<file path="src/rtl/p_seq_acc.sv">
// p_seq_acc: frame-based streaming accumulator for the perceptron datapath.
// Sums LANES signed operands per beat into a guard-extended accumulator over
// a frame of up to MAXBEATS beats, then presents one saturated result with
// overflow/underflow flags until the consumer takes it.

package p_seq_acc_pkg;
    typedef enum logic [1:0] {
        DT_BOOL = 2'd0,
        DT_INT  = 2'd1,
        DT_FXP  = 2'd2,
        DT_FP   = 2'd3
    } dtype_e;

    typedef struct packed {
        dtype_e      dtype;
        logic [15:0] prec;
    } dconf_t;
endpackage

`ifndef DEF_DCONF
`define DEF_DCONF '{dtype: p_seq_acc_pkg::DT_INT, prec: 16'd8}
`endif

module p_seq_acc
    import p_seq_acc_pkg::*;
#(
    parameter int     LANES    = 8,
    parameter int     MAXBEATS = 16,
    parameter dconf_t CONF     = `DEF_DCONF,
    localparam int    P        = int'(CONF.prec),
    localparam int    BW       = $clog2(MAXBEATS + 1)
) (
    input  logic                    clk,
    input  logic                    reset_,
    input  logic                    in_valid,
    output logic                    in_ready,
    input  logic                    in_last,
    input  logic [LANES-1:0][P-1:0] in,
    output logic                    out_valid,
    input  logic                    out_ready,
    output logic [P-1:0]            out,
    output logic                    ovf,
    output logic                    udf,
    output logic                    forced,
    output logic [BW-1:0]           beats
);

    // Guard bits cover LANES*MAXBEATS most-extreme operands, so acc never wraps.
    localparam int GUARD = $clog2(LANES * MAXBEATS);
    localparam int AW    = P + GUARD;
    localparam logic [BW-1:0] CNT_LAST = BW'(MAXBEATS - 1);

    // Only integer-like data types make sense for a plain adder tree.
    if (!(CONF.dtype == DT_INT || CONF.dtype == DT_FXP)) begin : g_bad_dtype
        $error("p_seq_acc: CONF.dtype must be INT or FXP");
    end

    typedef enum logic {
        ACC  = 1'b0,
        HOLD = 1'b1
    } state_e;

    state_e               state_q, state_d;
    logic signed [AW-1:0] acc_q, acc_d;
    logic [BW-1:0]        cnt_q, cnt_d;
    logic [P-1:0]         out_q, out_d;
    logic                 ovf_q, ovf_d;
    logic                 udf_q, udf_d;
    logic                 forced_q, forced_d;
    logic [BW-1:0]        beats_q, beats_d;

    logic signed [AW-1:0] lane_sum;
    logic signed [AW-1:0] acc_sum;

    // Clip a full-width sum to P bits; returns {ovf, udf, value}.
    function automatic logic [P+1:0] saturate(input logic signed [AW-1:0] s);
        logic signed [AW-1:0] smax;
        logic signed [AW-1:0] smin;
        smax = AW'($signed({1'b0, {(P-1){1'b1}}}));
        smin = AW'($signed({1'b1, {(P-1){1'b0}}}));
        if (s > smax) begin
            return {1'b1, 1'b0, 1'b0, {(P-1){1'b1}}};
        end else if (s < smin) begin
            return {1'b0, 1'b1, 1'b1, {(P-1){1'b0}}};
        end
        return {1'b0, 1'b0, s[P-1:0]};
    endfunction

    // Sign-extend every lane to AW bits and add them up for the current beat.
    always_comb begin
        lane_sum = '0;
        for (int i = 0; i < LANES; i++) begin
            lane_sum = lane_sum + AW'($signed(in[i]));
        end
        acc_sum = acc_q + lane_sum;
    end

    // Next-state and handshake logic for the ACC/HOLD controller.
    always_comb begin
        state_d   = state_q;
        acc_d     = acc_q;
        cnt_d     = cnt_q;
        out_d     = out_q;
        ovf_d     = ovf_q;
        udf_d     = udf_q;
        forced_d  = forced_q;
        beats_d   = beats_q;
        in_ready  = 1'b0;
        out_valid = 1'b0;
        case (state_q)
            ACC: begin
                in_ready = 1'b1;
                if (in_valid) begin
                    acc_d = acc_sum;
                    cnt_d = cnt_q + BW'(1);
                    if (in_last || cnt_q == CNT_LAST) begin
                        state_d                = HOLD;
                        {ovf_d, udf_d, out_d}  = saturate(acc_sum);
                        forced_d               = ~in_last;
                        beats_d                = cnt_q + BW'(1);
                    end
                end
            end
            HOLD: begin
                out_valid = 1'b1;
                if (out_ready) begin
                    acc_d   = '0;
                    cnt_d   = '0;
                    state_d = ACC;
                end
            end
            default: begin
                state_d = ACC;
            end
        endcase
    end

    // State, accumulator and result registers with synchronous active-low reset.
    always_ff @(posedge clk) begin
        if (!reset_) begin
            state_q  <= ACC;
            acc_q    <= '0;
            cnt_q    <= '0;
            out_q    <= '0;
            ovf_q    <= 1'b0;
            udf_q    <= 1'b0;
            forced_q <= 1'b0;
            beats_q  <= '0;
        end else begin
            state_q  <= state_d;
            acc_q    <= acc_d;
            cnt_q    <= cnt_d;
            out_q    <= out_d;
            ovf_q    <= ovf_d;
            udf_q    <= udf_d;
            forced_q <= forced_d;
            beats_q  <= beats_d;
        end
    end

    assign out    = out_q;
    assign ovf    = ovf_q;
    assign udf    = udf_q;
    assign forced = forced_q;
    assign beats  = beats_q;

endmodule

</file>
<file path="config.mk">
export PLATFORM = sky130hd
export DESIGN_NAME = p_seq_acc
export DESIGN_NICKNAME = d
export VERILOG_FILES = /design/src/rtl/p_seq_acc.sv
export SDC_FILE = /design/constraint.sdc
export NUM_CORES = 1
export LEC_CHECK = 0
export CORE_MARGIN = 1.5
export CORE_UTILIZATION = 57
export CTS_CLUSTER_DIAMETER = 40
export DETAILED_ROUTE_END_ITERATION = 8
export PLACE_DENSITY = 0.88
export SYNTH_ARGS = -nofsm -noshare
export SYNTH_HDL_FRONTEND = slang
export SYNTH_SLANG_ARGS = --single-unit
</file>
<file path="constraint.sdc">
create_clock -name clk -period 8.8 [get_ports clk]
set_clock_uncertainty 0.05 [all_clocks]
set_input_delay 0.88 -clock clk [delete_from_list [all_inputs] [get_ports clk]]
set_output_delay 0.88 -clock clk [all_outputs]
set_load 0.005 [all_outputs]
</file>
==> results of run 1 <==
## sequential cells by signal, summed over array words and instances, names as in the netlist
name     flops
state_q      1
beats        5
acc_q       15
out          8
cnt_q        5
forced       1
udf          1
ovf          1
## final cells by class
class,count,area share (%)
tap,96,2.336
clock buffer,5,1.339
inverter,103,7.520
sequential,37,14.41
clock inverter,2,0.6814
timing repair buffer,88,17.04
multi-input combinational,265,56.68
## per-layer routing
layer	global-route usage, %	vias up	routed length, um
met5	0	-	0
met4	5.051	0	136
met3	4.147	18	439
met2	48.25	99	4722
met1	27.85	1489	3207
li1	-	1454	-
## final timing paths
| check | slack (ns) | end | from |
|---|---|---|---|
| worst max-delay path | 2.74 | out[6]$_SDFFE_PN0P_ | in[2] |
| worst min-delay path | 0.43 | beats[1]$_SDFFE_PN0P_ | beats[1]$_SDFFE_PN0P_ |
| worst max register to register | 3.65 | out[6]$_SDFFE_PN0P_ | acc_q[2]$_SDFFE_PN0P_ |
| worst min register to register | 0.43 | beats[1]$_SDFFE_PN0P_ | beats[1]$_SDFFE_PN0P_ |
## tightest hold or removal path, cell delays in order, from the launching register on
cell	delay, ns
dfxtp_1	0.32
nand2_1	0.05
a21boi_0	0.07
## logic make-up (layout without fill, tap and decap cells)
kind of cell / count (synthesis) / after routing / synth area share (%)
adder cells (fa/ha/maj): 96 / 96 / 43.61
buffers and inverters: 113 / 198 / 10.43
flip-flops: 37 / 37 / 18.15
AND/OR/NAND/NOR: 73 / 73 / 10.15
AO/OA/AOI/OAI: 79 / 79 / 13.83
XOR/XNOR: 17 / 17 / 3.833
## stage by stage
step / area, um^2 / util, % / worst slack [ns] / instances / hold slack [ns]
4_1_cts: 5141 / 74.85 / 2.734 / 596 / 0.4370
3_5_place_dp: 5037 / 73.33 / 2.412 / 589 / 0.4272
6_report: 5141 / 74.85 / 2.740 / 596 / 0.4350
2_1_floorplan: 4080 / - / 3.229 / 415 / 0.4100
3_3_place_gp: 5037 / 73.33 / 2.603 / 589 / 0.4038
5_1_grt: 5141 / 74.85 / 2.444 / 596 / 0.4639
## placed cells by master (no fill, tap or decap), types with 2 or more instances in the layout
cell               n
inv_1            103
clkdlybuf4s50_1   86
fa_1              77
dfxtp_1           37
o21ai_0           23
nand2_1           21
ha_1              19
nor2b_1           15
xnor2_1           14
a21oi_1           13
a22oi_1           12
nor2_1            10
and2_1            10
o211a_1            6
clkbuf_8           5
nand3_1            4
o21ai_1            4
a21o_1             3
o21a_1             3
xor2_1             2
o31ai_1            2
buf_4              2
==> results_dict.tcl, run 1 <==
set metrics [dict create \
    rr_worst_depth 15 \
    cp-end-kind "flip-flop" \
    netlist_instances 415 \
    yosysTopAreaCellShare_pct 37.78 \
    hp-class "reg2reg" \
    fill_cells 458 \
    postCtsHoldBufs 0 \
    synth_most_common_cell "inv_1" \
    vias 3060 \
    avgSynthCellArea_um2 9.832 \
    first_global_vias 3394 \
    start_util_pct 59.40 \
    path_depth 18 \
    clockBufferDepth 2 \
    synth_top_area_cell "fa_1" \
    seqCellArea_um2 740.7 \
    synthTopCellsByArea "fa_1 38%, dfxtp_1 18%, inv_1 9.5%, ha_1 5.8%, xnor2_1 3.0%" \
    cts-root-buf "clkbuf_8" \
    routedWlPerCell_um 14.27 \
    die_h_um 87.61 \
    synth-edff-count 0 \
    drtPass1Iterations 4 \
    slew_violations 0 \
    insertion_delay_ns 0.29 \
    cts_resized 0 \
    setup_viol 0 \
    fp.dieW_um 87.61 \
    area_growth_pct 26.00 \
    worstPathCellList "clkdlybuf4s50_1 -> inv_1 -> fa_1 -> inv_1 -> fa_1 -> fa_1 -> fa_1 -> ha_1 -> inv_1 -> fa_1 -> nor2b_4 -> o31a_4 -> nor2b_2 -> o31ai_4 -> a31oi_1 -> xnor2_1 -> a21oi_4 -> a21oi_1" \
    antenna_found_initial 0 \
    synth_ff_type "dfxtp_1" \
    nets 665 \
    rsz0062_at_grt "false" \
    cts_made_buffers 5 \
    cts_max_level 2 \
    drtIter0Drc 125 \
    postRouteAntennaNets 0 \
    crit_path_max_incr_delay_ns 0.84 \
    netlist_area_um2 4080 \
    crit_arrival_ns 6.23 \
    gr-total-overflow 0 \
    cp_common_cell "fa_1" \
    antenna_cells 0 \
    maxSlewHeadroom_pct 27.06 \
    drc_errors 0 \
    cp_max_fo 11 \
    post-dp-hpwl_um 7289 \
    worst_slew_pin_slew_ns 1.090 \
    maxCapViolations 0 \
    routabilityCongestion 0.8821 \
    drive_above_1_share_pct 4.400 \
    period_share_pct 68.86 \
    cts_setup_buffers 0 \
    path_class "in2reg" \
    synth_nets 580 \
    cts_tree "built" \
    path_delay_family "adder cells" \
    crit_slowest_cell "xnor2_1" \
    setup_tns_ns 0 \
    synth_cell_types 49 \
    ys_seq_area_share_pct 18.15 \
    cts_sinks 37 \
    synthTopCellsByCount "103 x inv_1, 77 x fa_1, 37 x dfxtp_1, 23 x o21ai_0, 21 x nand2_1" \
    die_area_um2 7675 \
    ys_seq_elements 37 \
    synth-async-reset-ratio_pct 0 \
    port_buffers 86 \
    whs_path_depth 2 \
    track_usage_pct 24.61 \
    crit_buf_inv 4 \
    multiInputGateArea_um2 2914 \
    fmax_mhz 165.0 \
    cts.reportedPaths.clkPinSlew_ns 0.07 \
    worstPathRequired_ns 8.97 \
    ys.warnings.count 0 \
    rows 30 \
    detail_route.vias_per_cell 5.134 \
    start_kind "primary input" \
    ioPinCount 87 \
    grt_max_degree 38 \
    wl_um 8505 \
    core_um2 6869 \
    min_period_ns 6.060 \
    grt_pass1_wl_um 14760 \
    hold_viol 0 \
    status "finished, final reports clean" \
]
Power of run 1 is left out: the tool's default activity adds up to more than one toggle a clock period on the data nets, which glitch-free logic cannot reach.
==> inputs of run 2 (changes only) <==
- CORE_UTILIZATION: 57 -> 53
- PLACE_DENSITY: 0.88 -> 0.83
- clock period: 8.8 -> 6.32 ns (I/O delays scaled with it)
==> results_dict.tcl, run 2 (synthesis gave the netlist of run 1 again) <==
set metrics [dict create \
    cts_setup_buffers 0 \
    regMostFlops "acc_q" \
    setup_tns_ns 0 \
    whs_path_depth 2 \
    wl_um 8100 \
    mostFrequentLayoutCells "103 x inv_1, 86 x clkdlybuf4s50_1, 77 x fa_1, 37 x dfxtp_1, 23 x o21ai_0" \
    start_kind "primary input" \
    hp-class "reg2reg" \
    post-dp-hpwl_um 6813 \
    port_buffers 86 \
    cts_tree "built" \
    layout_commonest_cell "inv_1" \
    setup_viol 0 \
    die_area_um2 8234 \
    drive_above_1_share_pct 4.591 \
    cts_sinks 37 \
    rr_worst_depth 15 \
    globalRouteMet1Util_pct 27.50 \
    drtIter0Drc 142 \
    rows 31 \
    cts_made_buffers 5 \
    detail_route.vias_per_cell 5.087 \
    antenna_cells 0 \
    grt_pass1_wl_um 14510 \
    period_share_pct 93.32 \
    ioPinCount 87 \
    fmax_mhz 169.6 \
    maxSlewHeadroom_pct 30.88 \
    start_util_pct 55.37 \
    fill_cells 556 \
    drc_errors 0 \
    largest_register_ffs 15 \
    grt_busiest_layer "met2" \
    fp.dieW_um 90.74 \
    rsz0062_at_grt "false" \
    status "finished, final reports clean" \
    gr-total-overflow 0 \
    grt_max_degree 38 \
    clockBufferDepth 2 \
    multiInputGateArea_um2 2914 \
    postCtsHoldBufs 0 \
    seqCellArea_um2 740.7 \
    cts_resized 0 \
    die_h_um 90.74 \
    first_global_vias 3242 \
    crit_arrival_ns 6.02 \
    maxCapViolations 0 \
    hold_viol 0 \
    core_um2 7370 \
    global_route.usage.met2_pct 38.28 \
    routabilityCongestion 0.8370 \
    cts_max_level 2 \
    min_period_ns 5.898 \
    path_class "in2reg" \
    area_growth_pct 26.49 \
    antenna_found_initial 0 \
    vias 3052 \
    worstPathRequired_ns 6.45 \
    insertion_delay_ns 0.29 \
    routedWlPerCell_um 13.50 \
    worst_slew_pin_slew_ns 1.034 \
    slew_violations 0 \
    nets 665 \
    cts-root-buf "clkbuf_8" \
    cp_max_fo 8 \
    cts.reportedPaths.clkPinSlew_ns 0.07 \
    drtPass1Iterations 4 \
    track_usage_pct 21.74 \
    use_met3_pct 3.114 \
    postRouteAntennaNets 0 \
    cp-end-kind "flip-flop" \
]
[run 2: layout make-up]
cell class	count	area share (%)
Clock inverter	2	0.7273
Timing Repair Buffer	88	16.97
Clock buffer	6	1.600
Tap cell	99	2.400
Multi-Input combinational cell	265	56.46
Sequential cell	37	14.35
Inverter	103	7.491
[run 2: layer usage]
metal  routed length [um]  part of all wire, %
met1                 3310                   41
met2                 4273                   53
met3                  354                  4.4
met4                  162                  2.0
met5                    0                    0
[run 2: through the flow]
step | cells | area (um^2) | hold slack, ns | worst slack [ns] | utilization (%)
floorplan | 415 | 4080 | 0.4100 | 0.9966 | -
global placement | 592 | 5041 | 0.4050 | 0.2887 | 68.40
detailed placement | 592 | 5041 | 0.4148 | 0.1286 | 68.40
CTS | 600 | 5161 | 0.4357 | 0.4006 | 70.03
global route | 600 | 5161 | 0.4673 | 0.2215 | 70.03
finish | 600 | 5161 | 0.4386 | 0.4220 | 70.03
[run 2: critical path, cell delays in order]
cell             delay [ns]
clkdlybuf4s50_1        0.43
fa_1                   0.60
inv_1                  0.08
fa_1                   0.60
inv_1                  0.20
fa_1                   0.58
inv_1                  0.06
fa_1                   0.54
inv_1                  0.05
ha_1                   0.36
and3_4                 0.22
or4_4                  0.47
o22ai_2                0.19
xor2_2                 0.13
nor4_4                 0.51
o31ai_1                0.14
and2_1                 0.22
[run 2: final timing paths]
path / startpoint / endpoint / slack, ns
setup / recovery: in[7] / udf$_SDFFE_PN0P_ / 0.42
hold / removal: forced$_SDFFE_PN0P_ / forced$_SDFFE_PN0P_ / 0.44
hold reg to reg: forced$_SDFFE_PN0P_ / forced$_SDFFE_PN0P_ / 0.44
setup reg to reg: acc_q[2]$_SDFFE_PN0P_ / udf$_SDFFE_PN0P_ / 1.14
Power of run 2 is left out for the same reason.
==> RTL edit 1, RTL diff (settings of run 1) <==
`LANES`: 8 -> 16.
--- a/src/rtl/p_seq_acc.sv
+++ b/src/rtl/p_seq_acc.sv
@@ -26,3 +26,3 @@
 #(
-    parameter int     LANES    = 8,
+    parameter int     LANES    = 16,
     parameter int     MAXBEATS = 16,
Interface: changed (resized in); port bits go from 87 to 151. No check against the original RTL was run, so the function may have changed too.
==> RTL edit 1 against run 1 <==
  * Core utilization up 0.85 points
  * Worst setup slack worse by 0.96 ns
  * Sequential cell count grew 1
  * Area after synthesis grew 52%
  * Critical endpoint is now out[5]
  * Cell area is 54% higher
  * Register-to-register slack gained 0.08 ns
  * First-iteration DRC count grew 66%
  * Wire length rose by 59%
  * Highest routed layer unchanged
Power is left out: the tool's default activity adds up to more than one toggle a clock period on the data nets, which glitch-free logic cannot reach.
==> RTL edit 1: results (changes against run 1) <==
| Metric | Value |
|---|---|
| Status | `completed (unchanged)` |
| Non-CTS inverters | `263 (was 103)` |
| Post-DP HPWL | `12200 um (was 7290 um)` |
| Fin nets | `1129 (was 665)` |
| Fillers | `742 (was 458)` |
| Initial DRC count | `208 (was 125)` |
| CP Max Fanout | `9 (was 11)` |
| Synth area leaders | `fa_1 (47%), inv_1 (16%), dfxtp_1 (12%), ha_1 (5.2%), nor2_1 (2.8%) (was fa_1 (38%), dfxtp_1 (18%), inv_1 (9.5%), ha_1 (5.8%), xnor2_1 (3.0%))` |
| DP Cell Count | `953 (was 589)` |
| WL/cell | `14.1 um (was 14.3 um)` |
| Register area share after synthesis | `0.123 (was 0.182)` |
| Crit path to | `out[5] (was out[6])` |
| Largest net degree at the start of global routing | `31 (was 38)` |
| Launch point of the critical path | `in[102] (was in[2])` |
| Placed inst area | `7830 um2 (was 5040 um2)` |
| Worst EP arrival | `7.13 ns (was 6.23 ns)` |
| Worst r2r src | `acc_q[6] (was acc_q[2])` |
| Global-route wire length before repair | `24000 um (was 14800 um)` |
| Non-clock buffers | `151 (was 88)` |
| R2R setup slack | `3.73 ns (was 3.65 ns)` |
| Vias in the first global route | `5446 (was 3394)` |
| Max FFs per register | `16 (was 15)` |
| Layout cells sized above 1 | `0.0242 (was 0.0440)` |
| I/O Buffers | `150 (was 86)` |
| Multi-input gates | `365 (was 265)` |
| FF-to-FF path depth | `17 (was 15)` |
| Worst hold slack | `0.405 ns (was 0.435 ns)` |
| Final Cell Area | `7920 um2 (was 5140 um2)` |
| RePlAce Congestion | `0.863 (was 0.882)` |
| Synth cell count leaders | `inv_1 (263), fa_1 (146), nor2_1 (46), dfxtp_1 (38), a21oi_1 (27) (was inv_1 (103), fa_1 (77), dfxtp_1 (37), o21ai_0 (23), nand2_1 (21))` |
| Crit-path max cell delay | `0.56 ns (was 0.84 ns)` |
| Vias/cell | `4.90 (was 5.13)` |
| Synthesized instance count | `677 (was 415)` |
| Post-place setup slack | `1.53 ns (was 2.41 ns)` |
| FF+latch area | `761 um2 (was 741 um2)` |
| NonClk Buf Share | `0.191 (was 0.170)` |
| # clk buffers | `7 (was 5)` |
-- RTL edit 1: changes by cell type after synthesis, moves of 4 or more --
cell / run 1 / this run
inv_1: 103 / 263
fa_1: 77 / 146
nor2_1: 10 / 46
a21oi_1: 13 / 27
nor2b_1: 15 / 4
o21ai_0: 23 / 12
and2_1: 10 / 2
a211oi_1: 0 / 7
ha_1: 19 / 26
a22oi_1: 12 / 8
nand2_1: 21 / 17
o211a_1: 6 / 2
-- RTL edit 1: cell families (layout without fill, tap and decap cells) --
family	Yosys count	in the layout	synth area share
AND/OR/NAND/NOR	91	91	0.0674
flip-flops	38	38	0.123
AO/OA/AOI/OAI	83	83	0.0904
multiplexers	1	1	0.00161
buffers and inverters	274	422	0.167
adder cells (fa/ha/maj)	172	172	0.524
XOR/XNOR	18	18	0.0266
-- RTL edit 1: metal layers --
metal	GRT usage	part of all wire	vias up
met1	0.299	0.35	2313
li1	-	-	2232
met2	0.519	0.58	144
met3	0.0345	0.056	21
met4	0.0705	0.020	0
met5	0	0	-
==> RTL edit 2, RTL diff (flow settings as in run 1) <==
Without the edit above. Register the output `ovf` once more, without a reset; this adds one clock of latency there. The other outputs are not delayed to match.
--- a/src/rtl/p_seq_acc.sv
+++ b/src/rtl/p_seq_acc.sv
@@ -161,3 +161,5 @@
     assign out    = out_q;
-    assign ovf    = ovf_q;
+    always_ff @(posedge clk) begin
+        ovf <= ovf_q;
+    end
     assign udf    = udf_q;
Behaviour: not the same (a bounded check fails within 4 cycles, from zero or initial values and one cycle with reset_ low).
==> RTL edit 2 against run 1 <==
  * Sequential cell count rose by 1
  * Cell area fell by 0.71%
  * Wire length fell by 0.21%
  * Worst setup slack got worse by 0.026 ns
  * Fmax fell by 0.42%
  * Area after synthesis fell by 0.12%
  * Global-route usage rose by 0.15 points
  * Via count rose by 0.78%
  * Non-clock buffer count did not move
Power is not shown: default switching activity piles up to over one toggle a cycle in this logic, so the estimate is an artifact.
==> RTL edit 2: results (changes against run 1) <==
| Metric | Value |
|---|---|
| Status | `completed (unchanged)` |
| Fin nets | `668 (was 665)` |
| Launch point of the critical path | `in[2] (unchanged)` |
| I/O Buffers | `86 (unchanged)` |
| Worst r2r src | `acc_q[2] (unchanged)` |
| Hold Path Class | `flip-flop to flip-flop (unchanged)` |
| Post-DP HPWL | `7120 um (was 7290 um)` |
| HP Start | `ovf_q (was beats[1])` |
| Synth area leaders | `fa_1 (38%), dfxtp_1 (19%), inv_1 (9.5%), ha_1 (5.8%), xnor2_1 (3.0%) (was fa_1 (38%), dfxtp_1 (18%), inv_1 (9.5%), ha_1 (5.8%), xnor2_1 (3.0%))` |
| CTS H-Tree Depth | `2 (unchanged)` |
| GR Overflow Total | `0 (unchanged)` |
| Met1 Use GR | `0.295 (was 0.278)` |
| Vias in the first global route | `3394 (unchanged)` |
| Global-route wire length before repair | `14900 um (was 14800 um)` |
| PostCTS Resize Cnt | `0 (unchanged)` |
| Global Route Usage Sum | `0.248 (was 0.246)` |
| Synth cell count leaders | `inv_1 (103), fa_1 (77), dfxtp_1 (38), nand2_1 (22), o21ai_0 (20) (was inv_1 (103), fa_1 (77), dfxtp_1 (37), o21ai_0 (23), nand2_1 (21))` |
| Setup Fix Bufs, Post-CTS | `0 (unchanged)` |
| CP Max Fanout | `11 (unchanged)` |
| Synthesized Nets | `583 (was 580)` |
| FF-to-FF path depth | `15 (unchanged)` |
| Largest net degree at the start of global routing | `38 (unchanged)` |
| Met2 Resource Use GR | `0.483 (unchanged)` |
| Clock transition at path regs | `0.07 ns (about the same)` |
| Slew headroom | `0.269 (was 0.271)` |
| Ys async rst share | `0 (unchanged)` |
| Antenna violations before repair | `0 (unchanged)` |
| Clk_lat worst skew | `0.29 ns (about the same)` |
| Hold Path Cell Cnt | `0 (was 2)` |
| M3 GR Usage | `0.0349 (was 0.0415)` |
| # diodes | `0 (unchanged)` |
| Yosys warning total | `0 (unchanged)` |
| CTS Buf Count | `5 (unchanged)` |
| Main flop type after synthesis | `dfxtp_1 (unchanged)` |
| Vias/cell | `5.15 (was 5.13)` |
| Register with the most flip-flops | `acc_q (unchanged)` |
| RePlAce Congestion | `0.920 (was 0.882)` |
| Layout cells sized above 1 | `0.0358 (was 0.0440)` |
| Worst EP arrival | `6.25 ns (was 6.23 ns)` |
| Distinct cells, synth | `45 (was 49)` |
| CTS root buf | `clkbuf_8 (unchanged)` |
| WL/cell | `14.2 um (was 14.3 um)` |
| Initial DRC count | `147 (was 125)` |
| Max FFs per register | `15 (unchanged)` |
| Fillers | `489 (was 458)` |
| Clk buf depth | `2 (unchanged)` |
| Register area share after synthesis | `0.187 (was 0.182)` |
| DR pass1 iterations | `4 (unchanged)` |
RTL edit 2: changes by cell type after synthesis, moves of 2 or more:
cell            run 1  this run
o31ai_1             2         0
nor3_1              1         4
o21ai_1             4         7
o21ai_0            23        20
and3_1              1         3
o31ai_2             0         2
RTL edit 2: layout make-up:
type	count	area, um2	area share
Multi-Input combinational cell	267	2880	0.565
Timing Repair Buffer	88	876	0.172
Sequential cell	38	761	0.149
Inverter	103	387	0.0757
Tap cell	96	120	0.0235
Clock buffer	5	68.8	0.0135
Clock inverter	2	10.0	0.00196
RTL edit 2: worst max-delay path, cell delays in order:
cell             delay, ns
clkdlybuf4s50_1       0.46
inv_1                 0.05
fa_1                  0.53
inv_1                 0.06
fa_1                  0.52
fa_1                  0.54
fa_1                  0.57
ha_1                  0.18
inv_1                 0.06
fa_1                  0.43
nor2b_4               0.16
o31ai_2               0.08
a21oi_1               0.14
a221o_1               0.20
a31oi_1               0.12
xnor2_1               0.77
a21oi_2               0.28
a21oi_1               0.21
RTL edit 2: cell families (layout without fill, tap and decap cells):
logic type / count (synthesis) / count (layout) / synth area share
XOR/XNOR: 17 / 17 / 0.0384
buffers and inverters: 113 / 198 / 0.106
AO/OA/AOI/OAI: 79 / 79 / 0.133
adder cells (fa/ha/maj): 96 / 96 / 0.437
AND/OR/NAND/NOR: 75 / 75 / 0.0995
flip-flops: 38 / 38 / 0.187
RTL edit 2: per-layer routing:
layer / vias up / share of wire
li1: 1465 / -
met1: 1511 / 0.39
met2: 96 / 0.56
met3: 12 / 0.045
met4: 0 / 0.011
met5: - / 0
RTL edit 2: worst paths after layout:
kind,end,slack (ns)
setup reg to reg,out[3],3.67
hold reg to reg,ovf,0.31
hold / removal,ovf,0.31
setup / recovery,out[3],2.71
RTL edit 2: metrics by stage:
stage	cell area, um2	setup slack, ns	cells	util	hold slack (ns)
2_1_floorplan	4080	3.20	418	-	0.276
3_3_place_gp	5030	2.61	592	0.732	0.287
3_5_place_dp	5030	2.47	592	0.732	0.294
4_1_cts	5100	2.74	599	0.743	0.307
5_1_grt	5100	2.37	599	0.743	0.316
6_report	5100	2.71	599	0.743	0.308
